File: config.mk
export PLATFORM = sky130hd
export DESIGN_NAME = onehot_grant_sequencer
export DESIGN_NICKNAME = d
export VERILOG_FILES = /design/src/rtl/onehot_grant_sequencer_pkg.sv /design/src/rtl/onehot_grant_sequencer_onehot_to_binary.sv /design/src/rtl/onehot_grant_sequencer.sv
export SDC_FILE = /design/constraint.sdc
export NUM_CORES = 1
export LEC_CHECK = 0
export ABC_AREA = 1
export CORE_MARGIN = 2
export CORE_UTILIZATION = 44
export CTS_CLUSTER_DIAMETER = 120
export DETAILED_ROUTE_END_ITERATION = 8
export PLACE_DENSITY = 0.82
export SLEW_MARGIN = 10
export SYNTH_ARGS = -nofsm -noshare
export SYNTH_HDL_FRONTEND = slang
export SYNTH_HIERARCHICAL = 1
export SYNTH_SLANG_ARGS = --single-unit
File: constraint.sdc
create_clock -name clk -period 1.5 [get_ports clk]
set_clock_uncertainty 0.1 [all_clocks]
set_input_delay 0.225 -clock clk [delete_from_list [all_inputs] [get_ports clk]]
set_output_delay 0.225 -clock clk [all_outputs]
set_load 0.02 [all_outputs]
File: src/rtl/onehot_grant_sequencer_pkg.sv
`default_nettype none
// ============================================================================
// onehot_grant_sequencer_pkg : FSM encoding and index-width helper (rev 1.0)
// ============================================================================
package onehot_grant_sequencer_pkg;

  typedef enum logic [0:0] {
    ST_IDLE = 1'b0,
    ST_HOLD = 1'b1
  } state_t;

  function automatic int idx_width(input int n);
    return (n > 1) ? $clog2(n) : 1;
  endfunction

endpackage
`default_nettype wire

File: src/rtl/onehot_grant_sequencer_onehot_to_binary.sv
`default_nettype none
// ============================================================================
// onehot_to_binary : OR-reduction decode of a one-hot vector to its index (rev 1.0)
// ============================================================================
module onehot_to_binary
  import onehot_grant_sequencer_pkg::*;
#(
  parameter int WIDTH = 16
) (
  input  logic [WIDTH-1:0]            onehot,
  output logic [idx_width(WIDTH)-1:0] idx
);

  localparam int IDX_W = idx_width(WIDTH);

  always_comb begin
    idx = '0;
    for (int i = 0; i < WIDTH; i++) begin
      if (onehot[i]) idx = idx | IDX_W'(i);
    end
  end

endmodule
`default_nettype wire

File: src/rtl/onehot_grant_sequencer.sv
`default_nettype none
// ============================================================================
// onehot_grant_sequencer : packet-level MSB-priority arbiter with watchdog (rev 1.0)
// ============================================================================
module onehot_grant_sequencer
  import onehot_grant_sequencer_pkg::*;
#(
  parameter int WIDTH   = 16,
  parameter int TIMEOUT = 0,
  parameter int IDX_W   = idx_width(WIDTH)
) (
  input  logic             clk,
  input  logic             reset,
  input  logic [WIDTH-1:0] req,
  input  logic             sel_valid,
  input  logic             sel_ready,
  input  logic             sel_last,
  output logic [WIDTH-1:0] grant,
  output logic [IDX_W-1:0] grant_idx,
  output logic             grant_valid,
  output logic             timeout_err
);

  localparam int               CNT_W     = (TIMEOUT > 0) ? $clog2(TIMEOUT + 1) : 1;
  localparam logic [CNT_W-1:0] WDOG_LAST = CNT_W'((TIMEOUT > 0) ? TIMEOUT - 1 : 0);

  state_t           state_q, state_d;
  logic [WIDTH-1:0] grant_q, grant_d;
  logic [IDX_W-1:0] grant_idx_q, grant_idx_d;
  logic             grant_valid_q, grant_valid_d;
  logic             timeout_err_q, timeout_err_d;
  logic [CNT_W-1:0] wdog_q, wdog_d;
  logic [WIDTH-1:0] req_rev, req_rev_low, req_msb;
  logic             beat;

  // Highest-index winner: reverse, keep the lowest set bit, reverse back.
  for (genvar i = 0; i < WIDTH; i++) begin : g_rev
    assign req_rev[i] = req[WIDTH-1-i];
    assign req_msb[i] = req_rev_low[WIDTH-1-i];
  end
  assign req_rev_low = req_rev & (~req_rev + WIDTH'(1));

  onehot_to_binary #(.WIDTH(WIDTH)) u_dec (
    .onehot (grant_d),
    .idx    (grant_idx_d)
  );

  assign beat = sel_valid & sel_ready & grant_valid_q;

  always_comb begin
    state_d       = state_q;
    grant_d       = grant_q;
    grant_valid_d = grant_valid_q;
    timeout_err_d = 1'b0;
    wdog_d        = wdog_q;
    case (state_q)
      ST_IDLE: begin
        wdog_d        = '0;
        grant_d       = req_msb;
        grant_valid_d = |req;
        if (|req) state_d = ST_HOLD;
      end
      ST_HOLD: begin
        if (beat && sel_last) begin
          state_d       = ST_IDLE;
          grant_d       = '0;
          grant_valid_d = 1'b0;
        end else if (beat) begin
          wdog_d = '0;
        end else if (TIMEOUT > 0) begin
          // Counter would reach TIMEOUT on this stalled cycle: revoke now.
          if (wdog_q == WDOG_LAST) begin
            state_d       = ST_IDLE;
            grant_d       = '0;
            grant_valid_d = 1'b0;
            timeout_err_d = 1'b1;
          end else if (wdog_q != '1) begin
            wdog_d = wdog_q + CNT_W'(1);
          end
        end
      end
      default: state_d = ST_IDLE;
    endcase
  end

  always_ff @(posedge clk or posedge reset) begin
    if (reset) begin
      state_q       <= ST_IDLE;
      grant_q       <= '0;
      grant_idx_q   <= '0;
      grant_valid_q <= 1'b0;
      timeout_err_q <= 1'b0;
      wdog_q        <= '0;
    end else begin
      state_q       <= state_d;
      grant_q       <= grant_d;
      grant_idx_q   <= grant_idx_d;
      grant_valid_q <= grant_valid_d;
      timeout_err_q <= timeout_err_d;
      wdog_q        <= wdog_d;
    end
  end

  assign grant       = grant_q;
  assign grant_idx   = grant_idx_q;
  assign grant_valid = grant_valid_q;
  assign timeout_err = timeout_err_q;

endmodule
`default_nettype wire

==> impl_metrics.toml <==
[die]
die_h_um = 57.0
row_count = 19
core_um2 = 2710
dieArea_um2 = 3250
die_w_um = 57.0
initial_utilization_pct = 45.7
io_pins = 43

[timing]
fmax_mhz = 694
hold_ws_ns = 0.121
drv_slew = 0
hold_viol_final = 0
final.setup.worst_slack_ns = 0.0600
finalCritPeriodShare_pct = 96.0
setup_viol = 0
period_minus_slack_ns = 1.44
grt_setup_unrepaired = "yes"

[worst_setup_path]
worst-path-buf-inv = 1
worst-path-max-fanout = 5
worstSetupStartpointType = "flip-flop"
critPathRequiredTime_ns = 1.17
critPathTopFamily = "flip-flops"
slowest_delay_ns = 0.49
end_kind = "primary output"
path_cells = "clkdlybuf4s15_1"
cp_slowest_cell = "dfrtp_2"
cp.arrival_ns = 1.11
critPathKind = "flip-flop to primary output"

[final_layout]
final_core_util_pct = 69.3
insertedDiodeCount = 0
syn2layout_area_growth_pct = 51.8
drive_above_1_share_pct = 19.7
finalNetCount = 255
fill_cells = 235
final_cells = 264

[routing]
drtIter0Drc = 55
drc = 0
avgViaCountPerCell = 4.88
firstDrtPassIters = 4
antenna_left = 0
via_count = 1287
wl_per_cell_um = 12.8
routed_wl_mm = 3.38

[yosys]
synth_seq_cells = 22
yosysTopAreaCell = "dfrtp_1"
yosys.area.top_type_share_pct = 44.5
syn_avg_cell_area_um2 = 7.19
seq_area_frac_synth_pct = 44.5
yosysUniqueCellTypes = 17
syn-instance-count = 172
netlist_area_um2 = 1240
ys_warn_count = 6
syn-num-nets = 193
yosys-top-cells-area = "dfrtp_1 (44%), nand2_1 (15%), nand3_1 (9.7%)"

[placed_design]
portBuffers = 41
place_hpwl_mm = 2.37
dp_cells = 258
place_ws_ns = -0.239
gp_congestion = 0.827

[outcome]
status = "completed"

[clock_tree]
numClockSinks = 22
clk_pin_slew_ns = 0.13
cts_tree = "yes"
post_cts_buffers = 0
cts_root_buf = "clkbuf_4"
clock_path_buffers = 2
cts_hold_buf = 0
cts_buffers = 3
clkLatencyLatePin_ns = 0.31
htreeDepth = 1

[global_routing]
antenna_found_initial = 0
grt_pass1_vias = 1239
grt_max_degree = 23
grt_pass1_wl_mm = 5.21
grt_use_total_pct = 20.9
grt-ovfl-total = 0

[pwr]
power_density_nw_per_um2 = 1220
peakVddDrop_v = 0.00136
p_leak_nw = 1.04

[worst_hold_path]
hold_path.class = "input port to asynchronous set/reset pin"

[run]
cap_violations = 0
==> cell type report <==
type / instances / area (µm²) / area share, %
clock buffer: 3 / 22.5 / 1.20
clock inverter: 1 / 30.0 / 1.60
inverter: 26 / 100 / 5.33
multi-input combinational: 122 / 606 / 32.2
sequential: 22 / 553 / 29.4
tap: 31 / 38.8 / 2.07
timing repair buffer: 59 / 528 / 28.1
==> cell usage after synthesis (all sizes together) <==
cell    n
conb    1
buf     4
nand3  26
dfrtp  22
nand2  55
nor2   32
nand4   1
nor3    2
inv    26
o21ai   3
==> final timing paths <==
path	startpoint	depth (start not counted)	end	slack (ns)
setup / recovery	grant_valid	1	grant_valid	0.06
hold / removal	reset	3	grant[6]	0.12
setup reg to reg	state_q	8	grant_idx[0]	0.06
max in group asynchronous	reset	3	grant_valid	0.95
hold reg to reg	grant[6]	2	grant[6]	0.45
min in group clk	sel_last	4	grant[7]	0.37
==> per-layer routing <==
layer	track usage (%)	wire length [µm]	up-vias
li1	-	-	654
met1	25.4	1410	582
met2	36.6	1750	47
met3	4.54	183	4
met4	7.31	42	0
met5	0	0	-
==> cell usage in the layout, fill, tap and decap left out, drive strengths merged <==
cell type / instances
dlymetal6s2s: 3
nor3: 2
clkdlybuf4s50: 17
dlygate4sd2: 20
nand2: 55
clkbuf: 3
nand3: 26
clkdlybuf4s15: 1
nor2: 32
inv: 26
o21ai: 3
conb: 1
dfrtp: 22
bufinv: 1
buf: 18
nand4: 3
==> metrics by stage <==
stage | setup TNS [ns] | cell area, µm² | total power, mW
4_1_cts | 0 | 1830 | 2.25
3_3_place_gp | -1.23 | 1800 | 1.86
5_1_grt | -0.0365 | 1880 | 2.43
2_1_floorplan | 0 | 1240 | 1.39
3_5_place_dp | -1.40 | 1800 | 1.88
6_report | 0 | 1880 | 2.29
==> where the power goes <==
part,total (mW),internal [mW],switching [mW]
Clock,0.453,0.270,0.182
Combinational,1.01,0.410,0.603
Sequential,0.830,0.731,0.0983
==> state kept, by name (all words and copies together), names as in the netlist <==
name and flops:
state_q 1, grant_idx 4, grant 16, grant_valid 1
==> cell families after synthesis <==
group / synth area share (%)
and+or+nand+nor: 44.1
buffers and inverters: 9.91
DFF: 44.5
AOI/OAI and AO/OA: 1.21
other: 0.303
==> repair_timing <==
item                                    4_1_cts  5_1_grt
hold endpoints to repair                      0        0
gates resized for setup                      21        9
cloned                                        0        2
pin swaps                                     0        2
endpoints found under the setup margin       21        4
No activity file was read; power rests on OpenSTA's default activity.
